--- config.mk ---
export PLATFORM = sky130hd
export DESIGN_NAME = axis_bk_arbiter_flat
export DESIGN_NICKNAME = d
export VERILOG_FILES = /design/src/rtl/axis_bk_arbiter_if.sv /design/src/rtl/axis_bk_arbiter.sv /design/src/flat_wrapper.sv
export SDC_FILE = /design/constraint.sdc
export NUM_CORES = 1
export LEC_CHECK = 0
export ABC_CLOCK_PERIOD_IN_PS = 6000
export CAP_MARGIN = 20
export CORE_UTILIZATION = 38
export DETAILED_ROUTE_END_ITERATION = 10
export HOLD_SLACK_MARGIN = 0.12
export PLACE_DENSITY = 0.89
export SLEW_MARGIN = 20
export SYNTH_ARGS = -nofsm -noshare
export SYNTH_HDL_FRONTEND = slang
export SYNTH_SLANG_ARGS = --single-unit
--- constraint.sdc ---
create_clock -name axi_aclk -period 6 [get_ports axi_aclk]
set_clock_uncertainty 0.15 [all_clocks]
set_input_delay 0.9 -clock axi_aclk [delete_from_list [all_inputs] [get_ports axi_aclk]]
set_output_delay 0.9 -clock axi_aclk [all_outputs]
set_load 0.005 [all_outputs]
--- src/rtl/axis_bk_arbiter_if.sv ---
// Bundle of requester-side AXI-Stream beats and backend write-port signals
// for the round-robin backend arbiter. The arbiter takes the slave view.
interface axis_bk_arbiter_if #(
  parameter int NUM_REQ = 3
);
  logic [NUM_REQ-1:0]    req_valid;
  logic [NUM_REQ*32-1:0] req_data;
  logic [NUM_REQ*4-1:0]  req_tstrb;
  logic [NUM_REQ*4-1:0]  req_tkeep;
  logic [NUM_REQ-1:0]    req_last;
  logic [NUM_REQ-1:0]    req_ready;
  logic [NUM_REQ-1:0]    grant;
  logic                  bk_start;
  logic [31:0]           bk_data;
  logic [3:0]            bk_tstrb;
  logic [3:0]            bk_tkeep;
  logic [1:0]            bk_user;
  logic                  bk_nordy;
  logic                  bk_done;
  logic                  err_timeout;
  logic                  err_clr;

  modport slave (
    input  req_valid, req_data, req_tstrb, req_tkeep, req_last,
    input  bk_nordy, bk_done, err_clr,
    output req_ready, grant, bk_start, bk_data, bk_tstrb, bk_tkeep, bk_user,
    output err_timeout
  );

  modport master (
    output req_valid, req_data, req_tstrb, req_tkeep, req_last,
    output bk_nordy, bk_done, err_clr,
    input  req_ready, grant, bk_start, bk_data, bk_tstrb, bk_tkeep, bk_user,
    input  err_timeout
  );
endinterface

--- src/rtl/axis_bk_arbiter.sv ---
// Round-robin arbiter granting one of NUM_REQ AXI-Stream requesters access
// to a backend write port. Packets longer than MAX_BEATS are split so the
// backend FIFO never overflows; each grant ends with a drain phase that
// waits for bk_done, bounded by DRAIN_TIMEOUT.
module axis_bk_arbiter #(
  parameter int         NUM_REQ       = 3,
  parameter int         MAX_BEATS     = 6,
  parameter logic [7:0] DRAIN_TIMEOUT = 8'd64
) (
  input logic              axi_aclk,
  input logic              axi_aresetn,
  axis_bk_arbiter_if.slave bus
);

  typedef enum logic [1:0] {
    IDLE  = 2'd0,
    XFER  = 2'd1,
    DRAIN = 2'd2
  } state_t;

  state_t state_q, state_d;

  logic [NUM_REQ-1:0] grant_q;
  logic [1:0]         g_idx_q;
  logic [1:0]         rr_ptr_q;
  logic [3:0]         beat_cnt_q;
  logic [7:0]         drain_cnt_q;
  logic               err_q;

  logic        sel_found;
  logic [1:0]  sel_idx;
  logic [2:0]  idx;
  logic        cur_valid;
  logic        cur_last;
  logic [31:0] cur_data;
  logic [3:0]  cur_tstrb;
  logic [3:0]  cur_tkeep;
  logic        accept;
  logic        xfer_end;
  logic        drain_exit;
  logic        timeout_evt;
  logic [1:0]  rr_next;

  // Pick the first valid requester at or after rr_ptr, wrapping modulo NUM_REQ.
  // NOTE: every variable driven here gets a default first so no latch is inferred.
  always_comb begin
    sel_found = 1'b0;
    sel_idx   = 2'd0;
    idx       = 3'd0;
    for (int k = 0; k < NUM_REQ; k++) begin
      idx = 3'(rr_ptr_q) + 3'(k);
      if (idx >= 3'(NUM_REQ)) idx = idx - 3'(NUM_REQ);
      if (!sel_found && bus.req_valid[idx]) begin
        sel_found = 1'b1;
        sel_idx   = idx[1:0];
      end
    end
  end

  // Select the granted requester's beat fields.
  always_comb begin
    cur_valid = 1'b0;
    cur_last  = 1'b0;
    cur_data  = 32'd0;
    cur_tstrb = 4'd0;
    cur_tkeep = 4'd0;
    for (int i = 0; i < NUM_REQ; i++) begin
      if (g_idx_q == 2'(i)) begin
        cur_valid = bus.req_valid[i];
        cur_last  = bus.req_last[i];
        cur_data  = bus.req_data[i*32 +: 32];
        cur_tstrb = bus.req_tstrb[i*4 +: 4];
        cur_tkeep = bus.req_tkeep[i*4 +: 4];
      end
    end
  end

  assign rr_next = (g_idx_q == 2'(NUM_REQ - 1)) ? 2'd0 : g_idx_q + 2'd1;

  // Next-state logic and per-cycle events for the IDLE/XFER/DRAIN sequence.
  always_comb begin
    state_d     = state_q;
    accept      = 1'b0;
    xfer_end    = 1'b0;
    drain_exit  = 1'b0;
    timeout_evt = 1'b0;
    case (state_q)
      IDLE: begin
        if (sel_found) state_d = XFER;
      end
      XFER: begin
        accept = cur_valid & ~bus.bk_nordy;
        // Last beat and the beat-limit split collapse into one transition.
        if (accept && (cur_last || beat_cnt_q == 4'(MAX_BEATS - 1))) begin
          xfer_end = 1'b1;
          state_d  = DRAIN;
        end
      end
      DRAIN: begin
        if (bus.bk_done) begin
          drain_exit = 1'b1;
        end else if (drain_cnt_q == DRAIN_TIMEOUT - 8'd1) begin
          timeout_evt = 1'b1;
          drain_exit  = 1'b1;
        end
        if (drain_exit) state_d = IDLE;
      end
      default: state_d = IDLE;
    endcase
  end

  // State register.
  // NOTE: clocked state uses non-blocking assignments so every register samples pre-edge values.
  always_ff @(posedge axi_aclk or negedge axi_aresetn) begin
    if (!axi_aresetn) state_q <= IDLE;
    else              state_q <= state_d;
  end

  // Grant owner, round-robin pointer and the beat/drain counters.
  always_ff @(posedge axi_aclk or negedge axi_aresetn) begin
    if (!axi_aresetn) begin
      grant_q     <= '0;
      g_idx_q     <= 2'd0;
      rr_ptr_q    <= 2'd0;
      beat_cnt_q  <= 4'd0;
      drain_cnt_q <= 8'd0;
    end else begin
      case (state_q)
        IDLE: begin
          if (sel_found) begin
            grant_q    <= {{(NUM_REQ-1){1'b0}}, 1'b1} << sel_idx;
            g_idx_q    <= sel_idx;
            beat_cnt_q <= 4'd0;
          end
        end
        XFER: begin
          if (accept)   beat_cnt_q  <= beat_cnt_q + 4'd1;
          if (xfer_end) drain_cnt_q <= 8'd0;
        end
        DRAIN: begin
          if (drain_exit) begin
            grant_q  <= '0;
            rr_ptr_q <= rr_next;
          end else begin
            drain_cnt_q <= drain_cnt_q + 8'd1;
          end
        end
        default: grant_q <= '0;
      endcase
    end
  end

  // Sticky drain-timeout flag; a timeout in the same cycle as err_clr wins.
  always_ff @(posedge axi_aclk or negedge axi_aresetn) begin
    if (!axi_aresetn)     err_q <= 1'b0;
    else if (timeout_evt) err_q <= 1'b1;
    else if (bus.err_clr) err_q <= 1'b0;
  end

  assign bus.req_ready   = (state_q == XFER) ? (grant_q & {NUM_REQ{~bus.bk_nordy}}) : '0;
  assign bus.grant       = grant_q;
  assign bus.bk_start    = accept;
  assign bus.bk_data     = accept ? cur_data  : 32'd0;
  assign bus.bk_tstrb    = accept ? cur_tstrb : 4'd0;
  assign bus.bk_tkeep    = accept ? cur_tkeep : 4'd0;
  assign bus.bk_user     = accept ? g_idx_q   : 2'd0;
  assign bus.err_timeout = err_q;

endmodule

--- src/flat_wrapper.sv ---
// flat-port wrapper written by rule: the top's interface ports become plain ports
module axis_bk_arbiter_flat 
#(
  parameter int         NUM_REQ       = 3,
  parameter int         MAX_BEATS     = 6,
  parameter logic [7:0] DRAIN_TIMEOUT = 8'd64
)
  (axi_aclk, axi_aresetn, bus_req_valid, bus_req_data, bus_req_tstrb, bus_req_tkeep, bus_req_last, bus_bk_nordy, bus_bk_done, bus_err_clr, bus_req_ready, bus_grant, bus_bk_start, bus_bk_data, bus_bk_tstrb, bus_bk_tkeep, bus_bk_user, bus_err_timeout);
  axis_bk_arbiter_if #(.NUM_REQ(NUM_REQ)) bus_i ();
  input logic axi_aclk;
  input logic axi_aresetn;
  input wire logic [$bits(bus_i.req_valid)-1:0] bus_req_valid;
  input wire logic [$bits(bus_i.req_data)-1:0] bus_req_data;
  input wire logic [$bits(bus_i.req_tstrb)-1:0] bus_req_tstrb;
  input wire logic [$bits(bus_i.req_tkeep)-1:0] bus_req_tkeep;
  input wire logic [$bits(bus_i.req_last)-1:0] bus_req_last;
  input wire logic [$bits(bus_i.bk_nordy)-1:0] bus_bk_nordy;
  input wire logic [$bits(bus_i.bk_done)-1:0] bus_bk_done;
  input wire logic [$bits(bus_i.err_clr)-1:0] bus_err_clr;
  output wire logic [$bits(bus_i.req_ready)-1:0] bus_req_ready;
  output wire logic [$bits(bus_i.grant)-1:0] bus_grant;
  output wire logic [$bits(bus_i.bk_start)-1:0] bus_bk_start;
  output wire logic [$bits(bus_i.bk_data)-1:0] bus_bk_data;
  output wire logic [$bits(bus_i.bk_tstrb)-1:0] bus_bk_tstrb;
  output wire logic [$bits(bus_i.bk_tkeep)-1:0] bus_bk_tkeep;
  output wire logic [$bits(bus_i.bk_user)-1:0] bus_bk_user;
  output wire logic [$bits(bus_i.err_timeout)-1:0] bus_err_timeout;
  assign bus_i.req_valid = bus_req_valid;
  assign bus_i.req_data = bus_req_data;
  assign bus_i.req_tstrb = bus_req_tstrb;
  assign bus_i.req_tkeep = bus_req_tkeep;
  assign bus_i.req_last = bus_req_last;
  assign bus_i.bk_nordy = bus_bk_nordy;
  assign bus_i.bk_done = bus_bk_done;
  assign bus_i.err_clr = bus_err_clr;
  assign bus_req_ready = bus_i.req_ready;
  assign bus_grant = bus_i.grant;
  assign bus_bk_start = bus_i.bk_start;
  assign bus_bk_data = bus_i.bk_data;
  assign bus_bk_tstrb = bus_i.bk_tstrb;
  assign bus_bk_tkeep = bus_i.bk_tkeep;
  assign bus_bk_user = bus_i.bk_user;
  assign bus_err_timeout = bus_i.err_timeout;
  axis_bk_arbiter #(.NUM_REQ(NUM_REQ), .MAX_BEATS(MAX_BEATS), .DRAIN_TIMEOUT(DRAIN_TIMEOUT)) u_core (.axi_aclk(axi_aclk), .axi_aresetn(axi_aresetn), .bus(bus_i));
endmodule
==> impl.org <==
** Finish
- Count of antenna diodes in the layout :: 0
- After the last flow step, the layout net total stands at around 630.
- Leaving out fill and tap cells, the most frequent cell in the layout is clkdlybuf4s50_1.
- Area delta synth->final :: 78.1%
- Once layout is complete, the utilization of the core stands at 0.715.
- Layout cells sized above 1 :: 0.0387
- Footprint of the flip-flops and latches :: 552 sq um
- Area of the multi-input gates :: 1750 sq um
- In the layout the commonest cells are clkdlybuf4s50_1 (179), nor2_1 (88), mux2i_1 (43), a21oi_1 (42), dfrtp_1 (21).
- The count of cells in the finished layout, fillers not included, comes to around 570.
- Filler Cells Inserted :: around 450

** Floorplanning
- Overall die height :: between 80 and 90 microns
- I/O pin count :: roughly 180
- For this configuration, the core starts out at a cell density of 0.401.
- Overall die area :: 6690 sq um
- Placeable core region :: between 6000 and 7000 sq um
- The initialized floorplan defines 28 standard-cell rows.
- Die X-Extent :: a little over 80 microns

** Setup path
- Largest stage delay on the critical path :: around 790 ps
- Req. time, crit path :: 4950 ps
- Kind of capture point of the worst setup path :: output pin
- Among all stages on the critical path, the largest delay is contributed by dfrtp_2.
- Worst endpoint data arrival time :: 3360 ps
- Top cell by count, worst path :: buf_4
- Worst setup path category :: flop to output pin
- The critical path goes through buf_4, mux2i_1, o2bb2ai_1, nand2_1, buf_4, nor2_1, clkdlybuf4s50_1.
- In this run the worst path has a maximum fanout of 39.
- STA classifies the critical path startpoint as a flop.

** Synth
- The average instance in the mapped netlist occupies 7.46 sq um.
- Number of flops mapped to enable cells by yosys :: 0
- After synthesis the netlist holds a flip-flop and latch count of 22.
- Yosys synthesis warning count :: 0
- Net Count, Synth :: 463
- The synthesized netlist contains 47 unique library cells.
- Synth Area in Simple Gates :: 0.254
- Of the synthesized area, sequential elements account for 0.228.
- Post-synthesis instance area :: roughly 2400 sq um
- Combinational family with the most area after synthesis :: simple AND/OR/NAND/NOR gates
- Of the total synthesized cell area, the portion taken by full adders, half adders and majority gates is 0.0455.
- Among all flip-flop cells after synthesis, the most frequent one is dfrtp_1.
- After synthesis, the share of flip-flops with an asynchronous set or reset is 1.00.
- Xor and xnor fraction of the mapped netlist area :: 0
- Cell count after synthesis :: ~320
- The post-synthesis compound-gate area fraction came to 0.225.
- Share of synthesized area spent on multiplexers :: 0.197

** Global routing
- The initial antenna violation count is 0.
- Entering global routing, the biggest net connects 47 pins.
- Overall overflow remaining after global route :: 0
- For this run, the total global-route usage over all layers was measured as 0.254.
- The first global-routing pass estimated ~13 mm of wire.
- The via count of the first global-routing pass was 2901.

** CTS
- Clock buffer depth :: 2
- The root buffer cell chosen for the clock tree is clkbuf_8.
- TritonCTS built the clock tree.
- Hold-fix buffers at CTS :: 0
- Number of CTS-inserted buffers :: 3
- Number of gates resized after CTS :: 0
- Clock-pin slew of the registers on the worst-case setup and hold paths :: about 80 ps
- Clk sink count :: 22
- For the worst-skew pair, the clock arrives at the later sink with an insertion delay of between 200 and 300 ps.
- CTS built an H-tree with a depth of 1.
- Post-CTS timing repair inserted 0 buffers for setup.

** Drt
- The pre-antenna-repair detailed-routing pass consisted of 4 iterations.
- Once detail routing completed, the nets flagged for antenna violations numbered 0.
- The final layout contains routed wiring with a total length of between 8 and 9 mm.
- Dividing the detail-routed wire length by the instance count gives 15.7 microns.
- Number of vias per cell after detailed routing :: between 5 and 6
- Number of vias in the routed layout :: ~3000
- After detailed routing, the number of remaining DRC violations is 0.
- First DRT Iteration DRCs :: between 100 and 150

** Pwr
- IR analysis of the VDD net gives a maximum drop of ~0.00019 V.
- Leakage power summed over all cells :: 1.66 nW
- Power spread over the standard cell area amounts to a little under 300 nW/um^2.

** Placed design
- The HPWL after detailed placement is 6.98 mm.
- The count of buffers added on input and output ports is 180.
- Worst setup timing slack at the placement stage :: between 1500 and 2000 ps
- Final GP Congestion :: 0.822
- In this run, placement finished with an instance count of roughly 560.

** Timing
- Share of the clock period used by the worst path :: 0.735
- Number of pins with negative max-slew slack in the final report :: 0
- Setup Total Neg Slack :: 0 ps
- Final hold vios :: 0
- Max-Slew Margin vs Limit :: 0.340
- The worst path meets setup with between 1500 and 2000 ps of slack.
- Fin crit period :: ~4400 ps
- Setup violations remaining at the end of the flow were counted as 0.
- Setup repair after global routing left no endpoint under its margin.
- At the pin with the least slew margin, the transition time is ~990 ps.
- Maximum frequency from static timing analysis :: around 0.23 GHz

** Min path
- Min-delay worst type :: flop to flop

** Outcome
- The run finished with clean final reports.

** Run
- Max-cap violations in this run came to 0.
-- metrics by stage --
stage / cell area (sq um) / power, mW / hold WS, ps
floorplan: 2420 / 0.869 / 319
global placement: 4260 / 1.15 / 334
detailed placement: 4260 / 1.18 / 350
CTS: 4310 / 1.29 / 360
global route: 4310 / 1.39 / 391
finish: 4310 / 1.28 / 356
-- sequential cells by signal (all words and copies together), names as in the netlist --
name                    flops
u_core.g_idx_q              2
u_core.bus.err_timeout      1
u_core.beat_cnt_q           4
u_core.drain_cnt_q          8
u_core.rr_ptr_q             2
u_core.state_q              2
u_core.bus.grant            3
-- final cells by class --
class                           instances  area share
Sequential cell                        22       0.128
Tap cell                               75      0.0218
Multi-Input combinational cell        272       0.406
Inverter                               10     0.00871
Timing Repair Buffer                  183       0.422
Clock buffer                            4      0.0128
-- power breakdown --
part / switching, mW / total (mW) / internal, mW / leakage (nW)
Sequential: 0.0638 / 0.250 / 0.186 / 0.294
Combinational: 0.480 / 0.928 / 0.448 / 1.34
Clock: 0.0479 / 0.106 / 0.0585 / 0.0288
Total: 0.592 / 1.28 / 0.693 / 1.66
-- synthesized netlist by cell type (2+ instances only) --
library cell / n / area (sq um)
o2bb2ai_1: 2 / 17.5
nand4bb_1: 2 / 22.5
nand3b_1: 2 / 15.0
a21oi_1: 42 / 210
and3_1: 4 / 25.0
inv_1: 10 / 37.5
nor2_1: 88 / 330
o311ai_0: 2 / 17.5
nand2b_1: 3 / 18.8
buf_2: 7 / 35.0
mux2_2: 4 / 45.0
o21ai_0: 7 / 35.0
ha_1: 8 / 100
nand3_1: 4 / 20.0
clkbuf_1: 11 / 41.3
o31ai_1: 2 / 15.0
a32o_1: 3 / 30.0
nand2_1: 16 / 60.1
o41ai_1: 5 / 43.8
o21bai_1: 2 / 15.0
nor2b_1: 6 / 37.5
and2_1: 6 / 37.5
mux2i_1: 43 / 430
dfrtp_1: 22 / 551
-- kinds of logic (layout without fill, tap and decap cells) --
logic type / count (synthesis) / in the layout
adders and majority gates: 9 / 9
buffers and inverters: 30 / 197
AOI/OAI and AO/OA: 79 / 79
DFF: 22 / 22
muxes: 47 / 47
and+or+nand+nor: 137 / 137
-- worst paths after layout --
path / slack, ps / cells after the start / to / from
max: 1590 / 7 / bus_bk_tkeep[1] / u_core.g_idx_q[1]
min: 360 / 1 / u_core.beat_cnt_q[2] / u_core.beat_cnt_q[2]
max reg2reg: 2900 / 7 / u_core.beat_cnt_q[1] / u_core.g_idx_q[1]
min reg2reg: 360 / 1 / u_core.beat_cnt_q[2] / u_core.beat_cnt_q[2]
max in group asynchronous: 4900 / 1 / u_core.g_idx_q[1] / axi_aresetn
min in group asynchronous: 440 / 1 / u_core.bus.grant[2] / axi_aresetn
-- routing by layer --
layer	vias up	GRT usage	share of wire
li1	1481	-	-
met1	1391	0.303	0.37
met2	117	0.480	0.55
met3	8	0.0367	0.072
met4	0	0.0456	0.010
met5	-	0	0
-- critical path: cells and delay by family (launching register included) --
| family | cells | cell delay [ps] |
|---|---|---|
| mux | 1 | 380 |
| flops | 1 | 790 |
| compound gates | 1 | 140 |
| buf+inv | 3 | 1400 |
| simple gates | 2 | 340 |
Note: power is estimated with default switching activity, not from simulation.
